### config.mk
export PLATFORM = sky130hd
export DESIGN_NAME = color_cfg_scheduler
export DESIGN_NICKNAME = d
export VERILOG_FILES = /design/src/rtl/color_cfg_pkg.sv /design/src/rtl/color_cfg_scheduler_rr_arbiter.sv /design/src/rtl/color_cfg_scheduler.sv
export SDC_FILE = /design/constraint.sdc
export NUM_CORES = 1
export LEC_CHECK = 0
export CAP_MARGIN = 10
export CORE_MARGIN = 2
export CORE_UTILIZATION = 40
export CTS_CLUSTER_SIZE = 28
export DETAILED_ROUTE_END_ITERATION = 6
export GPL_TIMING_DRIVEN = 0
export HOLD_SLACK_MARGIN = 0.12
export PLACE_DENSITY = 0.69
export SYNTH_ARGS = -nofsm -noshare
export SYNTH_HDL_FRONTEND = slang
export SYNTH_SLANG_ARGS = --single-unit
### constraint.sdc
create_clock -name clk -period 5.25 [get_ports clk]
set_clock_uncertainty 0.1 [all_clocks]
set_input_delay 0.7875 -clock clk [delete_from_list [all_inputs] [get_ports clk]]
set_output_delay 0.7875 -clock clk [all_outputs]
set_load 0.02 [all_outputs]
### src/rtl/color_cfg_pkg.sv
//------------------------------------------------------------------------------
// Module  : color_cfg_pkg
// Brief   : Shared types and constants for the colour-config write scheduler.
// Revision: 1.0  initial release
//------------------------------------------------------------------------------
`default_nettype none

package color_cfg_pkg;

    localparam int DEF_AW    = 4;
    localparam int DEF_DW    = 4;
    localparam int BURST_MAX = 8;
    localparam int BURST_W   = $clog2(BURST_MAX);

    typedef enum logic [1:0] {
        IDLE     = 2'd0,
        ISSUE    = 2'd1,
        WAIT_ACK = 2'd2,
        WAIT_LOW = 2'd3
    } state_t;

endpackage

`default_nettype wire

### src/rtl/color_cfg_scheduler_rr_arbiter.sv
//------------------------------------------------------------------------------
// Module  : rr_arbiter
// Brief   : Combinational round-robin pick: first set req at or after ptr.
// Revision: 1.0  initial release
//------------------------------------------------------------------------------
`default_nettype none

module rr_arbiter #(
    parameter int NREQ = 2,
    parameter int PW   = (NREQ > 1) ? $clog2(NREQ) : 1
) (
    input  logic [NREQ-1:0] req,
    input  logic [PW-1:0]   ptr,
    output logic [NREQ-1:0] gnt,
    output logic            any,
    output logic [PW-1:0]   idx
);

    always_comb begin
        gnt = '0;
        any = 1'b0;
        idx = '0;
        for (int k = 0; k < NREQ; k++) begin
            int j;
            j = int'(ptr) + k;
            if (j >= NREQ) j = j - NREQ;
            if (!any && req[j]) begin
                any    = 1'b1;
                gnt[j] = 1'b1;
                idx    = PW'(j);
            end
        end
    end

endmodule

`default_nettype wire

### src/rtl/color_cfg_scheduler.sv
//------------------------------------------------------------------------------
// Module  : color_cfg_scheduler
// Brief   : Round-robin four-phase write scheduler with locked bursts and timeout.
// Revision: 1.0  initial release
//------------------------------------------------------------------------------
`default_nettype none

module color_cfg_scheduler
    import color_cfg_pkg::*;
#(
    parameter int NREQ    = 2,
    parameter int AW      = DEF_AW,
    parameter int DW      = DEF_DW,
    parameter int TIMEOUT = 255
) (
    input  logic             clk,
    input  logic             rst,
    input  logic [NREQ-1:0]    req,
    input  logic [NREQ-1:0]    lock,
    input  logic [NREQ*AW-1:0] req_addr,
    input  logic [NREQ*DW-1:0] req_data,
    output logic [NREQ-1:0]  gnt,
    output logic [NREQ-1:0]  done,
    output logic [NREQ-1:0]  err,
    output logic [AW-1:0]    address,
    output logic [DW-1:0]    data,
    output logic             valid,
    input  logic             ack,
    output logic             busy
);

    localparam int PW = (NREQ > 1) ? $clog2(NREQ) : 1;

    state_t             r_state;
    logic [PW-1:0]      r_ptr;
    logic [PW-1:0]      r_idx;
    logic [7:0]         r_cnt;
    logic [BURST_W-1:0] r_burst;
    logic               r_held;

    logic [NREQ-1:0]    w_pick;
    logic               w_any;
    logic [PW-1:0]      w_pick_idx;
    logic [AW-1:0]      w_win_addr;
    logic [DW-1:0]      w_win_data;
    logic               w_win_req;
    logic               w_win_lock;
    logic               w_keep;
    logic               w_timeout;
    logic [PW-1:0]      w_next_ptr;

    rr_arbiter #(
        .NREQ (NREQ),
        .PW   (PW)
    ) u_arb (
        .req  (req),
        .ptr  (r_ptr),
        .gnt  (w_pick),
        .any  (w_any),
        .idx  (w_pick_idx)
    );

    always_comb begin
        w_win_addr = '0;
        w_win_data = '0;
        w_win_req  = 1'b0;
        w_win_lock = 1'b0;
        for (int i = 0; i < NREQ; i++) begin
            if (r_idx == PW'(i)) begin
                w_win_addr = req_addr[i*AW +: AW];
                w_win_data = req_data[i*DW +: DW];
                w_win_req  = req[i];
                w_win_lock = lock[i];
            end
        end
    end

    // r_burst counts writes already completed in this grant minus one
    assign w_keep     = w_win_req && w_win_lock && (r_burst != BURST_W'(BURST_MAX - 1));
    assign w_timeout  = (r_cnt == 8'(TIMEOUT - 1));
    assign w_next_ptr = (r_idx == PW'(NREQ - 1)) ? '0 : r_idx + PW'(1);
    assign busy       = (r_state != IDLE);

    always_ff @(posedge clk or posedge rst) begin
        if (rst) begin
            r_state <= IDLE;
            r_ptr   <= '0;
            r_idx   <= '0;
            r_cnt   <= '0;
            r_burst <= '0;
            r_held  <= 1'b0;
            gnt     <= '0;
            done    <= '0;
            err     <= '0;
            address <= '0;
            data    <= '0;
            valid   <= 1'b0;
        end else begin
            done <= '0;
            err  <= '0;
            case (r_state)
                IDLE: begin
                    if (w_any) begin
                        gnt     <= w_pick;
                        r_idx   <= w_pick_idx;
                        r_burst <= '0;
                        r_held  <= 1'b0;
                        r_state <= ISSUE;
                    end
                end
                ISSUE: begin
                    // A lingering ack from the previous write delays the strobe once
                    if (ack && !r_held) begin
                        r_held <= 1'b1;
                    end else begin
                        r_held  <= 1'b0;
                        address <= w_win_addr;
                        data    <= w_win_data;
                        valid   <= 1'b1;
                        r_cnt   <= '0;
                        r_state <= WAIT_ACK;
                    end
                end
                WAIT_ACK: begin
                    if (ack) begin
                        valid   <= 1'b0;
                        done    <= gnt;
                        r_cnt   <= '0;
                        r_state <= WAIT_LOW;
                    end else if (w_timeout) begin
                        valid   <= 1'b0;
                        err     <= gnt;
                        r_cnt   <= '0;
                        r_state <= WAIT_LOW;
                    end else begin
                        r_cnt <= r_cnt + 8'd1;
                    end
                end
                WAIT_LOW: begin
                    if (!ack || w_timeout) begin
                        r_cnt <= '0;
                        if (w_keep) begin
                            r_burst <= r_burst + 1'b1;
                            r_state <= ISSUE;
                        end else begin
                            gnt     <= '0;
                            r_ptr   <= w_next_ptr;
                            r_state <= IDLE;
                        end
                    end else begin
                        r_cnt <= r_cnt + 8'd1;
                    end
                end
                default: r_state <= IDLE;
            endcase
        end
    end

endmodule

`default_nettype wire

==> results of run 1 <==
[layout make-up]
class,count,area (sq um)
fill,374,1800
multi-input combinational,123,842
sequential,31,776
timing repair buffer,39,408
clock buffer,6,82.6
tap,50,62.6
inverter,11,41.3
buffer,7,40.0
clock inverter,1,5.00
[final timing paths]
path	end	slack (ns)	depth (start not counted)
max	busy	2.52	5
min	address[2]	0.38	2
max reg2reg	r_cnt[0]	3.29	8
min reg2reg	address[2]	0.38	2
max in group asynchronous	r_idx	3.74	3
min in group asynchronous	r_cnt[5]	0.80	2
[cell usage after synthesis (2+ instances only)]
library cell / number
o221ai_1: 2
inv_1: 11
o31ai_1: 2
and3_1: 4
o21ai_1: 2
buf_2: 2
nand2_1: 17
ha_1: 9
o22ai_1: 3
a21oi_1: 5
nor2_1: 10
o21ai_0: 21
nor3_1: 2
a22o_1: 4
dfrtp_1: 31
clkbuf_1: 3
nand3_1: 5
mux2i_1: 8
[power by group through the flow]
stage / registers (mW) / logic (mW) / clock network [mW]
global placement: 0.360 / 0.535 / 0
detailed placement: 0.363 / 0.541 / 0
floorplan: 0.403 / 0.316 / 0
finish: 0.358 / 0.540 / 0.187
global route: 0.370 / 0.603 / 0.205
CTS: 0.358 / 0.542 / 0.195
[metal layers]
layer  routed length (um)  part of all wire  up-vias  global-route usage
met5                    0                 0        -                   0
met1                 1680              0.47      643               0.217
met3                  202             0.057        4              0.0538
li1                     -                 -      717                   -
met4                   44             0.012        0              0.0654
met2                 1610              0.46       37               0.251
[worst min-delay path, delay by kind of cell, from the launching register on]
family / cells / cell delay, ns
DFF: 1 / 0.34
AOI/OAI and AO/OA: 1 / 0.06
and+or+nand+nor: 1 / 0.04
[state kept, by name, indices dropped and copies added, names as in the netlist]
name / count
r_held: 1
r_state: 2
data: 4
r_burst: 3
err: 2
address: 4
done: 2
r_idx: 1
r_cnt: 8
valid: 1
r_ptr: 1
gnt: 2
[per-stage QoR]
step                      worst slack (ns)  total power, mW
after detailed placement              2.65            0.904
final                                 2.52             1.09
after CTS                             2.49             1.10
after floorplan                       3.39            0.719
after global placement                2.63            0.895
after global routing                  2.39             1.18
[cell families after synthesis]
logic type | Yosys count | synth area share
adder cells (fa/ha/maj) | 9 | 0.0663
flip-flops | 31 | 0.457
multiplexers | 9 | 0.0538
AO/OA/AOI/OAI | 52 | 0.204
buffers and inverters | 18 | 0.0479
AND/OR/NAND/NOR | 53 | 0.172
==> impl_results.rst, run 1 <==
.. list-table::
   :header-rows: 1

   * - Metric
     - Value
   * - Number of nets in the layout
     - 250
   * - Post-CTS Setup Bufs
     - 0
   * - Setup CP Type
     - register to primary output
   * - Placement Cell Area
     - 0.00214 sq mm
   * - Power density relative to cell area
     - 481 mW/mm^2
   * - DP HPWL
     - 2630 um
   * - Final estimated routing congestion in global placement
     - 0.828
   * - Final routed wirelength across all metal layers
     - 3540 um
   * - Combined area of all synthesized cells
     - 0.00170 sq mm
   * - Iter 0 DRT Violations
     - 61
   * - Data arrival at the endpoint of the critical path
     - 1.84 ns
   * - IO buf count
     - 38
   * - Flip-flop cell with the highest count after synthesis
     - dfrtp_1
   * - Area of all placed cells without fillers
     - 0.00226 sq mm
   * - Final setup viols
     - 0
   * - Cell internal pwr
     - 0.655 mW
   * - Gr usage total
     - 0.165
   * - Insertion delay of the later-clocked pin in the worst-skew pair
     - 0.28 ns
   * - Worst Hold Launch
     - address[2]
   * - Cts bufs inserted
     - 5
   * - Switching Fraction
     - 0.397
   * - Initial antenna violation count
     - 0
   * - Highest clock rate
     - 0.366 GHz
   * - Distinct cells, synth
     - 49
   * - Final period util
     - 0.520
   * - Resized Gates After CTS
     - 0
   * - Maximum cell stage delay along the critical path
     - 0.60 ns
   * - Cell repeated most along the worst path
     - inv_1
   * - Mapped Avg Cell Area
     - 9.88 sq um
   * - Min-delay worst type
     - register to register
   * - Number of global-route vias before repair
     - 1352
   * - Net Switching
     - 0.431 mW
   * - Routed wire per std cell
     - 13.2 um
   * - Measured slew at the worst slew-check pin
     - 0.670 ns
   * - Flops & latches, synth
     - 31
   * - Cells along the critical path
     - inv_1 -> ha_1 -> buf_4 -> inv_1 -> clkdlybuf4s50_1
   * - Synth Warn #
     - 0
   * - Part of the Yosys area used for sequential elements
     - 0.457
   * - Max-slew headroom
     - 0.553
   * - Peak supply drop
     - 0.000164 V
   * - Die Ht
     - 69.2 um
   * - Number of antenna cells inserted
     - 0
   * - RSZ-0062 raised after global routing
     - false
   * - Number of rows in the core area
     - 23
   * - Total via count after detailed routing
     - 1401
   * - Count of TritonRoute iterations in the first routing pass
     - 4
   * - Sum of overflow across all layers after global routing
     - 0
   * - Launching element type of the critical path
     - register
   * - Maximum number of pins on one net before global-route repair
     - 32
   * - Final count of pins violating max slew
     - 0
   * - Top cell type by total area after synthesis
     - dfrtp_1
   * - Hold WS
     - 0.381 ns
   * - Buffering stage count on the worst path with inverters included
     - 4
   * - Commonest non-fill, non-tap cell in the layout
     - clkdlybuf4s50_1
   * - Detailed-route DRC error count
     - 0
   * - Part of the total power dissipated in the clock network
     - 0.173
   * - Portion of synthesized cell area occupied by the leading cell type
     - 0.457
   * - Maximum number of buffers from clock root to sink
     - 2
   * - Final Hold Violating Endpoints
     - 0
   * - Post-synthesis instance total
     - 172
   * - H-tree Lvls
     - 2
   * - Utilization after layout
     - 0.556
   * - TritonCTS clock tree
     - built
   * - Result of the run
     - complete, no violations
   * - Largest delay share family, worst path
     - buffers and inverters
   * - Critical path peak fanout
     - 10
   * - Reg-to-Reg Start
     - r_state[1]
   * - Clock tree root driver cell
     - clkbuf_8
   * - Standby leakage power
     - 1.02 nW
   * - Post-layout instance count excluding filler cells
     - 268
   * - Ports
     - 39
   * - Crit end category
     - primary output
   * - Total Neg Setup Slack
     - 0 ns
   * - Num Clock Sinks
     - 31
   * - Standard cell core area
     - 0.00406 sq mm
   * - Fraction of final layout cells with drive strength greater than 1
     - 0.106
   * - Ratio of routed vias to standard cells
     - 5.23
   * - Flop pwr share
     - 0.330
   * - Post-route antenna net violation count
     - 0
   * - Synth top area cells
     - dfrtp_1 (46%), ha_1 (6.6%), o21ai_0 (6.2%)
   * - Highest-count cells in the layout ignoring fill and taps
     - clkdlybuf4s50_1 (38), dfrtp_1 (31), o21ai_0 (21)
   * - First-pass GRT wire length
     - 6310 um
   * - Area enclosed by the die boundary
     - 0.00479 sq mm
   * - Crit path time final
     - 2.73 ns
   * - CTS Hold Buffers Added
     - 0
   * - Launch point of the critical path
     - r_state[1]
   * - Critical Path RT
     - 4.36 ns
   * - Number of enable-type register cells in the synthesized netlist
     - 0
   * - Layout-stage area growth over the synthesis result
     - 32.8%
   * - Initial core utilization
     - 0.419
   * - Post-synthesis net count
     - 204
   * - Max-Cap Viols
     - 0
   * - Standard cell with the maximum stage delay on the critical path
     - clkdlybuf4s50_1
   * - Proportion of power drawn by combinational gates
     - 0.497
   * - Clock-pin slew on the worst setup and hold paths
     - 0.06 ns
   * - Share of async-settable or async-resettable flops after synthesis
     - 1.00
   * - # placed instances
     - 260
   * - Die X-Extent
     - 69.2 um
Note: power is estimated with default switching activity, not from simulation.
==> run 2, diff against run 1 <==
Settings changed: PLACE_DENSITY 0.69 to 0.72.
Clock period 5.25 ns to 2.2 ns, I/O delays scaled along.
==> run 2 against run 1 <==
Global-route usage is 0.19 points lower. Largest cell class unchanged. Die area stayed put. Core utilization hardly changed. Clock-buffer cell count stayed put. Highest routed layer unchanged. Clock power is 140% higher.
==> impl_results.rst, run 2 (synthesis gave the netlist of run 1 again) <==
.. list-table::
   :header-rows: 1

   * - Metric
     - Value
   * - Number of antenna cells inserted
     - 0 (unchanged)
   * - Ports
     - 39 (unchanged)
   * - Maximum number of buffers from clock root to sink
     - 2 (unchanged)
   * - Data arrival at the endpoint of the critical path
     - 1.57 ns (-0.27 ns)
   * - Area enclosed by the die boundary
     - 0.00479 sq mm (unchanged)
   * - Standard cell core area
     - 0.00406 sq mm (unchanged)
   * - Post-CTS Setup Bufs
     - 0 (unchanged)
   * - Critical Path RT
     - 1.77 ns (-2.59 ns)
   * - Die Ht
     - 69.2 um (unchanged)
   * - Number of rows in the core area
     - 23 (unchanged)
   * - Final estimated routing congestion in global placement
     - 0.782 (-5.5%)
   * - Final routed wirelength across all metal layers
     - 3700 um (+4.5%)
   * - Crit path time final
     - 2.00 ns
   * - Fraction of final layout cells with drive strength greater than 1
     - 0.106 (unchanged)
   * - Utilization after layout
     - 0.556 (about the same)
   * - Area of all placed cells without fillers
     - 0.00226 sq mm (about the same)
   * - Fin worst setup slack
     - 0.201 ns (-2.32 ns)
   * - Area occupied by multi-input gates
     - 842 sq um (unchanged)
   * - Reg-to-Reg Start
     - r_state[1]
   * - Number of nets in the layout
     - 250 (unchanged)
   * - Hold WS
     - 0.237 ns (-0.143 ns)
   * - Final Hold Violating Endpoints
     - 0 (unchanged)
   * - Gr usage total
     - 0.163 (-0.00195)
   * - Standby leakage power
     - 1.02 nW (about the same)
   * - Register-to-Register Setup Slack
     - 0.26 ns (-3.03 ns)
   * - Filler cells
     - 368 (-1.6%)
   * - Post-Route M1 WL
     - 1770 um (+5.5%)
   * - Largest register FFs
     - 8 (unchanged)
   * - # placed instances
     - 260 (unchanged)
   * - Count of TritonRoute iterations in the first routing pass
     - 4 (unchanged)
   * - Cts bufs inserted
     - 5 (unchanged)
   * - Insertion delay of the later-clocked pin in the worst-skew pair
     - 0.28 ns (about the same)
   * - Initial core utilization
     - 0.419 (unchanged)
   * - TritonCTS clock tree
     - built
   * - Layout-stage area growth over the synthesis result
     - 32.8% (about the same)
   * - Result of the run
     - complete, no violations
   * - Number of global-route vias before repair
     - 1388 (+2.7%)
   * - Commonest non-fill, non-tap cell in the layout
     - clkdlybuf4s50_1
   * - Final count of pins violating max slew
     - 0 (unchanged)
   * - Critical path peak fanout
     - 10 (unchanged)
   * - RSZ-0062 raised after global routing
     - false
   * - DP HPWL
     - 2730 um (+3.8%)
   * - First-pass GRT wire length
     - 6400 um (+1.3%)
   * - Post-layout instance count excluding filler cells
     - 268 (unchanged)
   * - Detailed-route DRC error count
     - 0 (unchanged)
   * - Crit end category
     - primary output
   * - Initial antenna violation count
     - 0 (unchanged)
   * - Min-delay worst type
     - input pin to asynchronous set/reset pin
   * - Cell depth of the worst flop-to-flop path
     - 8 (unchanged)
   * - Measured slew at the worst slew-check pin
     - 0.687 ns (+0.0176 ns)
   * - Met2 wire length
     - 1680 um (+4.2%)
   * - Total Neg Setup Slack
     - 0 ns (unchanged)
   * - Highest-count cells in the layout ignoring fill and taps
     - clkdlybuf4s50_1 (37), dfrtp_1 (31), o21ai_0 (21)
   * - Clock tree root driver cell
     - clkbuf_8
   * - Iter 0 DRT Violations
     - 92 (+51%)
   * - Clock-pin slew on the worst setup and hold paths
     - 0.06 ns (about the same)
   * - Post-Place Setup Slack
     - 0.0416 ns (-2.60 ns)
   * - Highest routing layer actually used
     - met4
   * - Maximum number of pins on one net before global-route repair
     - 32 (unchanged)
   * - Power density relative to cell area
     - 1150 mW/mm^2 (+140%)
   * - Worst reg2reg path endpoint
     - r_cnt[0]
   * - Final period util
     - 0.909
   * - Highest clock rate
     - 0.500 GHz
   * - Setup CP Type
     - register to primary output
   * - Routed length on met3
     - 188 um (-6.9%)
   * - Die X-Extent
     - 69.2 um (unchanged)
   * - H-tree Lvls
     - 2 (unchanged)
   * - Post-route antenna net violation count
     - 0 (unchanged)
   * - Max-Cap Viols
     - 0 (unchanged)
   * - Peak supply drop
     - 0.000367 V (+120%)
   * - Most flop-heavy register
     - r_cnt
   * - Num Clock Sinks
     - 31 (unchanged)
   * - Routed wire per std cell
     - 13.8 um (+4.5%)
   * - Launching element type of the critical path
     - register
   * - IO buf count
     - 38 (unchanged)
   * - Max-slew headroom
     - 0.542 (-0.0112)
   * - Biggest regs
     - r_cnt (8), address (4), data (4)
   * - Placement Cell Area
     - 0.00214 sq mm (unchanged)
   * - Power after layout
     - 2.59 mW (+140%)
   * - Final setup viols
     - 0 (unchanged)
   * - Total via count after detailed routing
     - 1419 (+1.3%)
   * - FF/Latch Area
     - 776 sq um (unchanged)
   * - Sum of overflow across all layers after global routing
     - 0 (unchanged)
   * - Ratio of routed vias to standard cells
     - 5.29 (+1.3%)
run 2: cell count changes in the layout (fill, tap and decap cells not counted):
cell / change
clkdlybuf4s50_1: -1
dlygate4sd2_1: +1
run 2: worst max path at each step:
stage	start	endpoint
6_report	r_state[0]	busy
5_1_grt	r_state[0]	r_burst[2]
4_1_cts	r_state[1]	busy
3_5_place_dp	ack	address[2]
3_3_place_gp	ack	data[2]
2_1_floorplan	r_state[1]	r_cnt[0]
run 2: routing by layer:
metal,GRT usage,vias up
met1,0.217,664
li1,-,712
met5,0,-
met4,0.0654,0
met2,0.250,37
met3,0.0465,6
run 2: where the power goes:
part	switching, mW	internal [mW]
clock	0.197	0.245
combinational	0.714	0.576
sequential	0.121	0.735
total	1.03	1.56
run 2: area by class of cell:
type                    count  share of cell area
inverters                  11              0.0183
well taps                  50              0.0277
flip-flops and latches     31               0.344
plain buffers               7              0.0177
clock buffers               6              0.0366
repair buffers             39               0.180
multi-input cells         123               0.373
clock inverters             1             0.00222
run 2: worst max-delay path: stages (launching register included):
cell and delay [ns]:
dfrtp_1 0.39, inv_1 0.15, ha_1 0.20, buf_4 0.17, inv_1 0.07, dlygate4sd2_1 0.32
run 2: repair_timing:
| item | CTS | global route |
|---|---|---|
| hold buffers | 0 | 0 |
| resized for setup | 1 | 0 |
| setup endpoints to repair | 1 | 0 |
==> run 3, diff against run 2 <==
Settings changed: PLACE_DENSITY 0.72 to 0.69, SYNTH_HIERARCHICAL from default to 1.
Clock period 2.2 ns to 2.58 ns, I/O delays scaled along.
==> run 3 against run 2 <==
Synthesized cell count increased by 0.58%. Via count rose by 2.0%. Sequential cell count is the same. First-iteration DRC count decreased by 16%. Die area grew 1.1%. Core utilization rose by 0.19 points. Worst setup slack barely moved. Cell count grew 0.37%. Clock power down 16%. Synthesized area rose by 1.2%.
==> impl_results.rst, run 3 <==
.. list-table::
   :header-rows: 1

   * - Metric
     - Value
   * - Fraction of final layout cells with drive strength greater than 1
     - 0.0822 (-0.0233)
   * - Ratio of routed vias to standard cells
     - 5.38 (+1.6%)
   * - Placement Cell Area
     - 0.00218 sq mm (+1.8%)
   * - Ports
     - 39 (unchanged)
   * - DP HPWL
     - 2830 um (+3.5%)
   * - Peak supply drop
     - 0.000388 V (+5.9%)
   * - Post-synthesis instance total
     - 173 (+0.58%)
   * - Data arrival at the endpoint of the critical path
     - 1.89 ns (+0.32 ns)
   * - IO buf count
     - 37 (-2.6%)
   * - Worst Hold Launch
     - ack
   * - Distinct cells, synth
     - 45 (-8.2%)
   * - Min-delay worst type
     - input pin to register
   * - Combined area of all synthesized cells
     - 0.00172 sq mm (+1.2%)
   * - Highest-count cells in the layout ignoring fill and taps
     - clkdlybuf4s50_1 (37), dfrtp_1 (31), nand2_1 (17), o21ai_0 (17), inv_1 (11)
   * - Final count of pins violating max slew
     - 0 (unchanged)
   * - Initial core utilization
     - 0.424 (+0.00493)
   * - Met2 wire length
     - 1800 um (+6.9%)
   * - Post-synthesis net count
     - 205 (+0.49%)
   * - Cell depth of the worst flop-to-flop path
     - 7 (-1)
   * - Sum of overflow across all layers after global routing
     - 0 (unchanged)
   * - Register-to-Register Setup Slack
     - 0.49 ns (+0.23 ns)
   * - Critical Path RT
     - 2.09 ns (+0.32 ns)
   * - Routed wire per std cell
     - 14.1 um (+2.1%)
   * - Result of the run
     - complete, no violations
   * - Number of antenna cells inserted
     - 0 (unchanged)
   * - Layout-stage area growth over the synthesis result
     - 31.7%
   * - Post-route antenna net violation count
     - 0 (unchanged)
   * - Die Ht
     - 69.6 um (+0.56%)
   * - Critical path peak fanout
     - 7 (-3)
   * - Largest register FFs
     - 8 (unchanged)
   * - Area enclosed by the die boundary
     - 0.00484 sq mm (+1.1%)
   * - Utilization after layout
     - 0.558 (+0.00185)
   * - Number of rows in the core area
     - 23 (unchanged)
   * - Clock tree root driver cell
     - clkbuf_8
   * - Num Clock Sinks
     - 31 (unchanged)
   * - Standby leakage power
     - 1.07 nW (+4.3%)
   * - First-pass GRT wire length
     - 6580 um (+2.9%)
   * - Worst Hold Depth
     - 2
   * - H-tree Lvls
     - 2 (unchanged)
   * - Detailed-route DRC error count
     - 0 (unchanged)
   * - Clock-pin slew on the worst setup and hold paths
     - 0.07 ns (about the same)
   * - Power density relative to cell area
     - 955 mW/mm^2 (-17%)
   * - Maximum number of buffers from clock root to sink
     - 2 (unchanged)
   * - Max-slew headroom
     - 0.570 (+0.0284)
   * - Post-CTS Setup Bufs
     - 0 (unchanged)
   * - Initial antenna violation count
     - 0 (unchanged)
   * - Cell repeated most along the worst path
     - inv_1
   * - Final Hold Violating Endpoints
     - 0 (unchanged)
   * - Setup CP Type
     - register to primary output
   * - Synth Warn #
     - 6 (+6)
   * - Worst reg2reg path endpoint
     - r_cnt[2]
   * - Number of global-route vias before repair
     - 1432 (+3.2%)
   * - Highest clock rate
     - 0.420 GHz
   * - Die X-Extent
     - 69.6 um (+0.56%)
   * - Launching element type of the critical path
     - register
   * - Area of all placed cells without fillers
     - 0.00226 sq mm (+0.33%)
   * - Final setup viols
     - 0 (unchanged)
   * - Part of the Yosys area used for sequential elements
     - 0.451 (-0.00532)
   * - Standard cell with the maximum stage delay on the critical path
     - clkdlybuf4s50_1
   * - CTS Hold Buffers Added
     - 0 (unchanged)
   * - Number of enable-type register cells in the synthesized netlist
     - 0 (unchanged)
   * - Fin worst setup slack
     - 0.201 ns (+0.0000820 ns)
   * - TritonCTS clock tree
     - built
   * - Insertion delay of the later-clocked pin in the worst-skew pair
     - 0.29 ns (about the same)
   * - Measured slew at the worst slew-check pin
     - 0.644 ns (-0.0426 ns)
   * - Cts bufs inserted
     - 5 (unchanged)
   * - Post-Place Setup Slack
     - 0.346 ns (+0.305 ns)
   * - Standard cell core area
     - 0.00406 sq mm (unchanged)
   * - Cells along the critical path
     - inv_1 -> ha_1 -> inv_1 -> clkdlybuf4s50_1
   * - Number of nets in the layout
     - 250 (unchanged)
   * - Final routed wirelength across all metal layers
     - 3790 um (+2.5%)
   * - Routed length on met3
     - 146 um (-22%)
   * - Share of async-settable or async-resettable flops after synthesis
     - 1.00 (unchanged)
   * - Worst hold path endpoint
     - valid
   * - Max-Cap Viols
     - 0 (unchanged)
   * - Crit end category
     - primary output
   * - Flops & latches, synth
     - 31 (unchanged)
   * - Post-Route M1 WL
     - 1790 um (+1.1%)
   * - Highest routing layer actually used
     - met4
   * - Total via count after detailed routing
     - 1447 (+2.0%)
   * - Commonest cells post-synth
     - dfrtp_1 (31), nand2_1 (17), o21ai_0 (17)
   * - Crit path time final
     - 2.38 ns
   * - Resized Gates After CTS
     - 0 (-1)
   * - RSZ-0062 raised after global routing
     - false
   * - Filler cells
     - 374 (+1.6%)
   * - Maximum cell stage delay along the critical path
     - 0.62 ns (+0.23 ns)
   * - Portion of synthesized cell area occupied by the leading cell type
     - 0.451 (-0.00532)
   * - Post-layout instance count excluding filler cells
     - 269 (+0.37%)
   * - Reg-to-Reg Start
     - r_state[0]
   * - Final estimated routing congestion in global placement
     - 0.748 (-4.4%)
   * - Flip-flop cell with the highest count after synthesis
     - dfrtp_1
   * - Most numerous cell in the Yosys netlist
     - dfrtp_1
   * - Biggest regs
     - r_cnt (8), address (4), data (4)
   * - Total Neg Setup Slack
     - 0 ns (unchanged)
   * - Most flop-heavy register
     - r_cnt
   * - Mapped Avg Cell Area
     - 9.94 sq um (+0.59%)
   * - Synth top area cells
     - dfrtp_1 (45%), ha_1 (6.6%), mux2i_1 (5.8%)
   * - Top cell type by total area after synthesis
     - dfrtp_1
   * - # placed instances
     - 261 (+0.38%)
   * - Final period util
     - 0.922
   * - Count of TritonRoute iterations in the first routing pass
     - 4 (unchanged)
   * - Maximum number of pins on one net before global-route repair
     - 20 (-38%)
   * - Commonest non-fill, non-tap cell in the layout
     - clkdlybuf4s50_1
   * - Iter 0 DRT Violations
     - 77 (-16%)
   * - Gr usage total
     - 0.169 (+0.00631)
==> run 3: cell types whose count changed after synthesis, moves of 2 or more <==
cell	before	now
a21oi_1	5	8
o21ai_0	21	17
nand2b_1	0	2
a21boi_0	0	3
and3_1	4	7
o2bb2ai_1	1	3
nor2_1	10	5
mux2i_1	8	10
o22ai_1	3	0
or2_1	0	2
a22oi_1	0	2
or4_1	0	2
nand3_1	5	3
==> run 3: through the flow <==
| stage | power [mW] | hold slack (ns) |
|---|---|---|
| floorplan | 1.43 | 0.377 |
| global placement | 1.80 | 0.362 |
| detailed placement | 1.81 | 0.370 |
| CTS | 2.19 | 0.284 |
| global route | 2.36 | 0.295 |
| finish | 2.16 | 0.292 |
==> run 3: worst max-delay path, delay by kind of cell, from the launching register on <==
kind	cells	cell delay, ns
fa+ha+maj	1	0.29
buf+inv	3	0.88
flops	1	0.43
==> run 3: routing by layer <==
metal  GRT usage  up-vias
li1            -      722
met1       0.224      690
met2       0.269       29
met3      0.0465        6
met4      0.0523        0
met5           0        -
==> run 3: kinds of logic (layout without fill, tap and decap cells) <==
| logic type | Yosys count | count (layout) | share of synthesized area |
|---|---|---|---|
| AO/OA/AOI/OAI | 50 | 50 | 0.191 |
| adder cells (fa/ha/maj) | 9 | 9 | 0.0655 |
| buffers and inverters | 16 | 62 | 0.0400 |
| flip-flops | 31 | 31 | 0.451 |
| multiplexers | 12 | 12 | 0.0713 |
| AND/OR/NAND/NOR | 55 | 55 | 0.180 |
==> run 3: area by class of cell <==
type                       count  area, sq um  share of cell area
multi-input combinational    126          875               0.386
sequential                    31          776               0.343
timing repair buffer          38          398               0.176
clock buffer                   5         68.8              0.0304
tap                           50         62.6              0.0276
inverter                      11         41.3              0.0182
buffer                         5         27.5              0.0122
clock inverter                 3         15.0             0.00663
==> run 3: how the worst max path moves through the flow <==
stage                          start    endpoint  slack, ns  depth (start not counted)
final                     r_state[0]        busy       0.20                          4
after global routing      r_state[0]        busy        0.1                          4
after CTS                 r_state[0]        busy       0.19                          4
after detailed placement      req[1]  r_state[0]       0.35                          6
after global placement        req[1]  r_state[0]       0.34                          6
after floorplan           r_state[0]    r_cnt[6]       0.75                          6
==> run 3: power breakdown <==
group,switching [mW],internal (mW)
clock network,0.186,0.184
logic,0.575,0.479
registers,0.110,0.627
